===== config.mk =====
export PLATFORM = sky130hd
export DESIGN_NAME = hazard_scoreboard_flat
export DESIGN_NICKNAME = d
export VERILOG_FILES = /design/src/rtl/hazard_scoreboard_if.sv /design/src/rtl/hazard_scoreboard.sv /design/src/flat_wrapper.sv
export SDC_FILE = /design/constraint.sdc
export NUM_CORES = 1
export LEC_CHECK = 0
export ABC_AREA = 1
export CAP_MARGIN = 15
export CORE_ASPECT_RATIO = 0.7
export CORE_MARGIN = 8
export CORE_UTILIZATION = 60
export DETAILED_ROUTE_END_ITERATION = 10
export PLACE_DENSITY = 0.83
export SYNTH_ARGS = -nofsm -noshare
export SYNTH_HDL_FRONTEND = slang
export SYNTH_SLANG_ARGS = --single-unit

===== constraint.sdc =====
create_clock -name clk -period 9.85 [get_ports clk]
set_clock_uncertainty 0.05 [all_clocks]
set_input_delay 1.97 -clock clk [delete_from_list [all_inputs] [get_ports clk]]
set_output_delay 1.97 -clock clk [all_outputs]
set_load 0.05 [all_outputs]

===== src/rtl/hazard_scoreboard_if.sv =====
// D-stage hazard bundle: decoder-side operand/producer info in,
// stall / scoreboard status out.
interface hazard_scoreboard_if #(
  parameter int NREG = 32,
  parameter int REGW = 5,
  parameter int TW   = 3
);
  logic            d_valid;
  logic            flush;
  logic [REGW-1:0] d_rs;
  logic [REGW-1:0] d_rt;
  logic            d_rs_use;
  logic            d_rt_use;
  logic [TW-1:0]   d_rs_tuse;
  logic [TW-1:0]   d_rt_tuse;
  logic            d_wr;
  logic [REGW-1:0] d_wa;
  logic [TW-1:0]   d_tnew;
  logic            d_md_start;
  logic            d_md_div;
  logic            d_md_access;
  logic            stall;
  logic            stall_data;
  logic            stall_md;
  logic            md_busy;
  logic [NREG-1:0] pending;

  modport master (
    output d_valid, flush, d_rs, d_rt,
    output d_rs_use, d_rt_use,
    output d_rs_tuse, d_rt_tuse,
    output d_wr, d_wa, d_tnew,
    output d_md_start, d_md_div, d_md_access,
    input  stall, stall_data, stall_md,
    input  md_busy, pending
  );

  modport slave (
    input  d_valid, flush, d_rs, d_rt,
    input  d_rs_use, d_rt_use,
    input  d_rs_tuse, d_rt_tuse,
    input  d_wr, d_wa, d_tnew,
    input  d_md_start, d_md_div, d_md_access,
    output stall, stall_data, stall_md,
    output md_busy, pending
  );
endinterface


===== src/rtl/hazard_scoreboard.sv =====
// Per-register Tnew countdown scoreboard plus mult/div busy timer.
// Ports: clk, rst_n (async low), hz (slave: D inputs, stall/status out).
module hazard_scoreboard #(
  parameter int NREG    = 32,
  parameter int REGW    = 5,
  parameter int TW      = 3,
  parameter int MUL_CYC = 5,
  parameter int DIV_CYC = 10
) (
  input  logic clk,
  input  logic rst_n,
  hazard_scoreboard_if.slave hz
);

  localparam logic [7:0] MUL_LD = 8'(MUL_CYC);
  localparam logic [7:0] DIV_LD = 8'(DIV_CYC);

  logic [TW-1:0] cnt_q [NREG];
  logic [TW-1:0] cnt_d [NREG];
  logic [7:0]    md_cnt_q;
  logic [7:0]    md_cnt_d;

  logic [TW-1:0] rs_cnt;
  logic [TW-1:0] rt_cnt;
  logic          rs_haz;
  logic          rt_haz;
  logic          md_busy;
  logic          stall_data;
  logic          stall_md;
  logic          stall;
  logic          issue;

  // Index by compare so register numbers >= NREG read as 0.
  always_comb begin
    rs_cnt = '0;
    rt_cnt = '0;
    for (int r = 1; r < NREG; r++) begin
      if (hz.d_rs == REGW'(r)) rs_cnt = cnt_q[r];
      if (hz.d_rt == REGW'(r)) rt_cnt = cnt_q[r];
    end
  end

  assign rs_haz = hz.d_rs_use && (hz.d_rs != '0)
               && (rs_cnt > hz.d_rs_tuse);
  assign rt_haz = hz.d_rt_use && (hz.d_rt != '0)
               && (rt_cnt > hz.d_rt_tuse);

  assign md_busy    = (md_cnt_q != 8'd0);
  assign stall_data = hz.d_valid && (rs_haz || rt_haz);
  assign stall_md   = hz.d_valid && hz.d_md_access && md_busy;
  assign stall      = stall_data || stall_md;
  assign issue      = hz.d_valid && !hz.flush && !stall;

  always_comb begin
    for (int r = 0; r < NREG; r++) begin
      cnt_d[r] = (cnt_q[r] != '0) ? cnt_q[r] - TW'(1) : '0;
      if (r != 0 && issue && hz.d_wr && hz.d_wa == REGW'(r))
        cnt_d[r] = hz.d_tnew;
    end
    cnt_d[0] = '0;
  end

  always_comb begin
    md_cnt_d = md_busy ? md_cnt_q - 8'd1 : 8'd0;
    if (issue && hz.d_md_start)
      md_cnt_d = hz.d_md_div ? DIV_LD : MUL_LD;
  end

  always_ff @(posedge clk or negedge rst_n) begin
    if (!rst_n) begin
      for (int r = 0; r < NREG; r++) cnt_q[r] <= '0;
      md_cnt_q <= 8'd0;
    end else begin
      for (int r = 0; r < NREG; r++) cnt_q[r] <= cnt_d[r];
      md_cnt_q <= md_cnt_d;
    end
  end

  always_comb begin
    hz.pending = '0;
    for (int r = 1; r < NREG; r++)
      hz.pending[r] = (cnt_q[r] != '0);
  end

  assign hz.stall      = stall;
  assign hz.stall_data = stall_data;
  assign hz.stall_md   = stall_md;
  assign hz.md_busy    = md_busy;

endmodule


===== src/flat_wrapper.sv =====
// flat-port wrapper written by rule: the top's interface ports become plain ports
module hazard_scoreboard_flat 
#(
  parameter int NREG    = 32,
  parameter int REGW    = 5,
  parameter int TW      = 3,
  parameter int MUL_CYC = 5,
  parameter int DIV_CYC = 10
)
  (clk, rst_n, hz_d_valid, hz_flush, hz_d_rs, hz_d_rt, hz_d_rs_use, hz_d_rt_use, hz_d_rs_tuse, hz_d_rt_tuse, hz_d_wr, hz_d_wa, hz_d_tnew, hz_d_md_start, hz_d_md_div, hz_d_md_access, hz_stall, hz_stall_data, hz_stall_md, hz_md_busy, hz_pending);
  hazard_scoreboard_if #(.NREG(NREG), .REGW(REGW), .TW(TW)) hz_i ();
  input  logic clk;
  input  logic rst_n;
  input wire logic [$bits(hz_i.d_valid)-1:0] hz_d_valid;
  input wire logic [$bits(hz_i.flush)-1:0] hz_flush;
  input wire logic [$bits(hz_i.d_rs)-1:0] hz_d_rs;
  input wire logic [$bits(hz_i.d_rt)-1:0] hz_d_rt;
  input wire logic [$bits(hz_i.d_rs_use)-1:0] hz_d_rs_use;
  input wire logic [$bits(hz_i.d_rt_use)-1:0] hz_d_rt_use;
  input wire logic [$bits(hz_i.d_rs_tuse)-1:0] hz_d_rs_tuse;
  input wire logic [$bits(hz_i.d_rt_tuse)-1:0] hz_d_rt_tuse;
  input wire logic [$bits(hz_i.d_wr)-1:0] hz_d_wr;
  input wire logic [$bits(hz_i.d_wa)-1:0] hz_d_wa;
  input wire logic [$bits(hz_i.d_tnew)-1:0] hz_d_tnew;
  input wire logic [$bits(hz_i.d_md_start)-1:0] hz_d_md_start;
  input wire logic [$bits(hz_i.d_md_div)-1:0] hz_d_md_div;
  input wire logic [$bits(hz_i.d_md_access)-1:0] hz_d_md_access;
  output wire logic [$bits(hz_i.stall)-1:0] hz_stall;
  output wire logic [$bits(hz_i.stall_data)-1:0] hz_stall_data;
  output wire logic [$bits(hz_i.stall_md)-1:0] hz_stall_md;
  output wire logic [$bits(hz_i.md_busy)-1:0] hz_md_busy;
  output wire logic [$bits(hz_i.pending)-1:0] hz_pending;
  assign hz_i.d_valid = hz_d_valid;
  assign hz_i.flush = hz_flush;
  assign hz_i.d_rs = hz_d_rs;
  assign hz_i.d_rt = hz_d_rt;
  assign hz_i.d_rs_use = hz_d_rs_use;
  assign hz_i.d_rt_use = hz_d_rt_use;
  assign hz_i.d_rs_tuse = hz_d_rs_tuse;
  assign hz_i.d_rt_tuse = hz_d_rt_tuse;
  assign hz_i.d_wr = hz_d_wr;
  assign hz_i.d_wa = hz_d_wa;
  assign hz_i.d_tnew = hz_d_tnew;
  assign hz_i.d_md_start = hz_d_md_start;
  assign hz_i.d_md_div = hz_d_md_div;
  assign hz_i.d_md_access = hz_d_md_access;
  assign hz_stall = hz_i.stall;
  assign hz_stall_data = hz_i.stall_data;
  assign hz_stall_md = hz_i.stall_md;
  assign hz_md_busy = hz_i.md_busy;
  assign hz_pending = hz_i.pending;
  hazard_scoreboard #(.NREG(NREG), .REGW(REGW), .TW(TW), .MUL_CYC(MUL_CYC), .DIV_CYC(DIV_CYC)) u_core (.clk(clk), .rst_n(rst_n), .hz(hz_i));
endmodule

==> reports/qor.txt, run 1 <==
outcome = finished, final reports clean
antenna violations before repair = 0
maximum fanout along the worst path = 5
core area = 13000 um2
H-tree levels = 3
Int Power = 0.870 mW
syn_area_per_cell = 6.52 um2
peak supply drop = 134 uV
Via Count = 7955
synthesized-area fraction occupied by adder cells = 0.110
setup_tns = 0 ps
Hold Crit Class = reg -> reg
top sig layer = met4
routed wl met2 = 9860 um
NetSw = 0.641 mW
DRT Wirelength = 24100 um
Slew HR = 0.504
Synth Instances = 1206
crit path time final = 9020 ps
Synth-to-Final Area Change = 14.9%
Syn Nets = 1309
register area = 2530 um2
critical path type = in -> out
Synth Area in Simple Gates = 0.335
# setup viols final = 0
Post-Layout Cell Count = 1445
placed cells = 1429
RSZ-0062 raised after global routing = no
multi-input logic area = 4440 um2
Clock Power Share = 0.254
achievable frequency = 0.111 GHz
IO Pins = 70
Clk Latency, worst-skew pair = 360 ps
DR vias/cell = 5.51
Synth cell types = 38
cts repair resizes = 0
Pwr Total = 1.51 mW
max-slew violations = 0
total global-route track usage = 0.286
CP arrival = 7000 ps
Reg clk slew, reported paths = 80 ps
Worst path max stage delay = 800 ps
Final Cycle Share = 0.916
DR WL/cell = 16.7 um
Clock Path Buffers = 2
synthesized cell area = 7860 um2
CP most frequent cell = nand2_1
chip width = 153 um
kind of cell adding the most delay to the critical path = simple AND/OR/NAND/NOR gates
# hold bufs at CTS = 0
Synth Area in Compound Gates = 0.116
area share of the largest cell type after synthesis = 0.322
first-pass GRT wire length = 39400 um
Synth area leaders = dfrtp_1 32%, nand2_1 17%, ha_1 11%
Startpoint Class = input port
CP bufs+invs = 3
switching share of power = 0.424
post-synthesis sequential area ratio = 0.322
WL met1 = 11000 um
WP data required = 7830 ps
root buf cell = clkbuf_16
setup bufs post-CTS = 0
met3 WL post-DR = 2540 um
Leak = 4.66 nW
multiplexer share of the synthesized area = 0
Post-DP HPWL = 18900 um
Die Height = 112 um
Slew @ Worst Pin = 744 ps
Final Hold Viols = 0
slowest CP cell = clkdlybuf4s50_1
ratio of cells with drive above 1 in the final layout = 0.0469
drt first pass iters = 6
TritonCTS Buffers = 9
flops & latches, synth = 101
CTS tree = built
Initial Util = 0.606
Rows = 35
Max Cap Viol = 0
largest net degree at the start of global routing = 58
post-route antenna net violation count = 0
crit end category = output pin
# diodes = 0
largest family of logic cells by synthesized area = simple AND/OR/NAND/NOR gates
full die area = 17100 um2
GP Congestion = 1.09
P per Cell Area = 167 nW/um2
synth warn = 0
port bufs = 68
register share of total power = 0.355
Residual DRC = 0
xor/xnor share of the synthesized area = 0.00334
Sink Count = 101
Synth area leader = dfrtp_1
vias in the first global route = 7505
Combinational Power Share = 0.391
drt initial violations = 880
Nets = 1377
global route overflow = 0
Filler cells = 1134
## routing by layer
metal / track usage / vias up
li1: - / 3890
met5: 0 / -
met3: 0.0673 / 53
met4: 0.0926 / 0
met2: 0.415 / 412
met1: 0.409 / 3600
## state kept, by name, indices dropped and copies added (netlist names)
| register | count |
|---|---|
| u_core.cnt_q | 93 |
| u_core.md_cnt_q | 8 |
## cells in the mapped netlist
cell type and instances:
a21boi_0 1, a21oi_1 35, a31oi_1 19, buf_1 4
buf_2 3, buf_4 1, buf_6 2, clkbuf_1 9
clkinv_1 1, conb_1 1, dfrtp_1 101, ha_1 69
inv_1 208, inv_2 3, nand2_1 358, nand2_2 19
nand2_4 2, nand3_1 53, nand3_2 1, nand3b_1 4
nand4_1 20, nor2_1 145, nor2_2 5, nor2_4 1
nor2_8 1, nor3_1 15, nor3_4 1, nor4_1 1
o2111ai_1 2, o211ai_1 1, o21ai_0 56, o21ai_1 51
o21bai_1 1, o22ai_1 7, or2_2 1, or2_4 1
xnor2_1 2, xor2_1 1
## through the flow
stage / worst slack [ps] / utilization / hold slack [ps] / instance area (um2)
final: 831 / 0.696 / 425 / 9030
after global routing: 411 / 0.696 / 441 / 9030
after CTS: 882 / 0.696 / 428 / 9030
after detailed placement: 911 / 0.672 / 417 / 8710
after global placement: 906 / 0.672 / 404 / 8710
after floorplan: 2390 / - / 387 / 7860
## cell families after synthesis
group | after synthesis
DFF | 101
other | 1
and+or+nand+nor | 628
AOI/OAI and AO/OA | 173
adders and majority gates | 69
xor gates and xnor gates | 3
buffers and inverters | 231
## cell type report
| cell class | count | area share |
|---|---|---|
| Clock buffer | 10 | 0.0265 |
| Clock inverter | 6 | 0.00846 |
| Inverter | 212 | 0.0882 |
| Multi-Input combinational cell | 874 | 0.492 |
| Sequential cell | 101 | 0.280 |
| Tap cell | 166 | 0.0230 |
| Timing Repair Buffer | 76 | 0.0818 |
## worst reg2reg max path, delay by kind of cell (launching register included)
family	cells	cell delay, ps
AND/OR/NAND/NOR	26	3280
AO/OA/AOI/OAI	6	730
flip-flops	1	400
adder cells (fa/ha/maj)	1	310
buffers and inverters	1	140
## worst paths after layout
kind / startpoint / end / slack, ps / depth (start not counted)
min reg2reg: u_core.md_cnt_q[0]$_DFF_PN0_ / u_core.md_cnt_q[0]$_DFF_PN0_ / 430 / 1
min in group asynchronous: rst_n / u_core.cnt_q[65]$_DFF_PN0_ / 1560 / 1
max: hz_d_rs[1] / hz_stall / 830 / 27
max in group asynchronous: rst_n / u_core.cnt_q[47]$_DFF_PN0_ / 7030 / 2
min: u_core.md_cnt_q[0]$_DFF_PN0_ / u_core.md_cnt_q[0]$_DFF_PN0_ / 430 / 1
max reg2reg: u_core.cnt_q[86]$_DFF_PN0_ / u_core.cnt_q[75]$_DFF_PN0_ / 4780 / 34
## power by group through the flow
stage               Sequential, mW  Clock, mW  Combinational [mW]
finish                       0.537      0.384               0.591
global route                 0.544      0.402               0.651
global placement             0.540          0               0.575
floorplan                    0.522          0               0.406
detailed placement           0.541          0               0.586
CTS                          0.534      0.389               0.589
## cell usage in the layout, fill, tap and decap left out, types with 5 or more instances in the layout
master / count
o22ai_1: 7
clkdlybuf4s50_1: 67
o21ai_0: 56
dfrtp_1: 101
nand4_1: 20
o21ai_1: 51
nand3_1: 53
buf_4: 9
nand2_2: 19
nor3_1: 15
ha_1: 69
clkbuf_16: 9
a31oi_1: 19
a21oi_1: 35
nor2_1: 145
nand2_1: 358
nor2_2: 5
inv_1: 208
(Power assumes the default switching activity.)
==> inputs of run 2 (changes only) <==
==> constraint.sdc (replaced) <==
create_clock -name clk -period 9.85 [get_ports clk]
set_clock_uncertainty 0.05 [all_clocks]
set_input_delay 1.97 -clock clk [delete_from_list [all_inputs] [get_ports clk]]
set_output_delay 1.97 -clock clk [all_outputs]
set_load 0.01 [all_outputs]
==> reports/qor.txt, run 2 (synthesis gave the netlist of run 1 again) <==
placed cells = 1428
outcome = finished, final reports clean
Slew HR = 0.467
root buf cell = clkbuf_16
Rows = 35
reg2reg setup slack = 4840 ps
max-slew violations = 0
setup bufs post-CTS = 0
post-route antenna net violation count = 0
max reg flops = 93
ratio of cells with drive above 1 in the final layout = 0.0462
NetSw = 0.516 mW
Int Power = 0.866 mW
CP arrival = 6990 ps
Max Cap Viol = 0
Startpoint Class = input port
Filler cells = 1151
Sink Count = 101
maximum fanout along the worst path = 21
Top reg by flops = u_core.cnt_q
Hold Crit Class = reg -> reg
Die Height = 112 um
achievable frequency = 0.111 GHz
biggest regs = u_core.cnt_q x93, u_core.md_cnt_q x8
Slew @ Worst Pin = 794 ps
commonest non-fill, non-tap cells in the layout = 358 x nand2_1, 208 x inv_1, 145 x nor2_1
H-tree levels = 3
WP data required = 7830 ps
Clock Path Buffers = 2
Leak = 4.65 nW
Clock Power Share = 0.280
setup_tns = 0 ps
Initial Util = 0.606
cts repair resizes = 0
switching share of power = 0.373
peak supply drop = 136 uV
critical path type = in -> out
leading cell type in the layout, fill and taps excluded = nand2_1
IO Pins = 70
Final Cycle Share = 0.914
first-pass GRT wire length = 39700 um
Combinational Power Share = 0.330
DRT Wirelength = 24800 um
# setup viols final = 0
drt initial violations = 788
Via Count = 8086
P per Cell Area = 153 nW/um2
Post-DP Area = 8700 um2
GP Congestion = 1.03
CTS tree = built
Post-DP HPWL = 19100 um
Clk Latency, worst-skew pair = 360 ps
DR vias/cell = 5.60
global route overflow = 0
worst setup margin = 843 ps
DR WL/cell = 17.2 um
drt first pass iters = 6
Final Hold Viols = 0
# diodes = 0
Post-Layout Cell Count = 1444
TritonCTS Buffers = 9
RSZ-0062 raised after global routing = no
register share of total power = 0.391
vias in the first global route = 7494
Nets = 1376
Setup WS pre-CTS = 1040 ps
crit path time final = 9010 ps
Synth-to-Final Area Change = 14.8%
Final Util = 0.696
# hold bufs at CTS = 0
total global-route track usage = 0.290
chip width = 153 um
Design Area, Final = 9020 um2
full die area = 17100 um2
crit end category = output pin
largest net degree at the start of global routing = 61
antenna violations before repair = 0
Residual DRC = 0
core area = 13000 um2
Reg clk slew, reported paths = 70 ps
port bufs = 68
==> run 2: changes by cell type in the layout (fill, tap and decap cells not counted), sizes merged <==
cell	delta
clkinvlp	+1
clkbuf	-1
buf	-1
==> run 2: critical path: stages <==
cell             delay, ps
clkdlybuf4s50_1        460
buf_4                  240
inv_1                  370
nand3_1                290
nor2_1                  60
nor2_1                 120
nand3_1                 80
nand2_1                120
nand4_1                 90
a21boi_0               370
nand4_1                210
nand2_1                140
nand4_1                 80
nand2_1                 90
nand3_1                 80
nand2_1                100
nand3b_1                90
nand2_1                 70
nand4_1                 70
nand2_1                 70
a21oi_1                 70
ha_1                   300
nand2_1                 50
o21ai_0                150
o2111ai_1              150
a21oi_1                340
or2_4                  200
clkdlybuf4s50_1        530
==> run 2: metrics by stage <==
| step | hold WS [ps] | total power, mW |
|---|---|---|
| 2_1_floorplan | 387 | 0.795 |
| 3_3_place_gp | 403 | 0.985 |
| 3_5_place_dp | 409 | 0.994 |
| 4_1_cts | 419 | 1.38 |
| 5_1_grt | 433 | 1.46 |
| 6_report | 413 | 1.38 |
==> run 2: power groups by stage <==
stage               clock, mW  sequential (mW)  combinational (mW)
finish                  0.387            0.540               0.455
global placement            0            0.544               0.442
detailed placement          0            0.543               0.451
CTS                     0.388            0.536               0.455
floorplan                   0            0.522               0.273
global route            0.402            0.545               0.515
==> run 2: layout make-up <==
class / count / area, um2 / area share
Clock buffer: 9 / 225 / 0.0250
Clock inverter: 7 / 91.3 / 0.0101
Inverter: 212 / 796 / 0.0882
Multi-Input combinational cell: 874 / 4440 / 0.492
Sequential cell: 101 / 2530 / 0.280
Tap cell: 166 / 208 / 0.0230
Timing Repair Buffer: 75 / 731 / 0.0810
==> run 2: final timing paths <==
path / start / endpoint / depth (start not counted)
worst max register to register: u_core.cnt_q[86]$_DFF_PN0_ / u_core.cnt_q[74]$_DFF_PN0_ / 33
min in group asynchronous: rst_n / u_core.cnt_q[70]$_DFF_PN0_ / 1
worst min register to register: u_core.md_cnt_q[0]$_DFF_PN0_ / u_core.md_cnt_q[0]$_DFF_PN0_ / 1
max in group asynchronous: rst_n / u_core.cnt_q[47]$_DFF_PN0_ / 2
worst min-delay path: u_core.md_cnt_q[0]$_DFF_PN0_ / u_core.md_cnt_q[0]$_DFF_PN0_ / 1
worst max-delay path: hz_d_rs[4] / hz_stall / 28
==> run 2: layer usage <==
metal	share of wire	track usage	wire length, um	vias up
met5	0	0	0	-
met4	0.030	0.0966	743	0
met3	0.099	0.0700	2450	56
met2	0.41	0.420	10100	431
met1	0.46	0.414	11500	3706
li1	-	-	-	3893
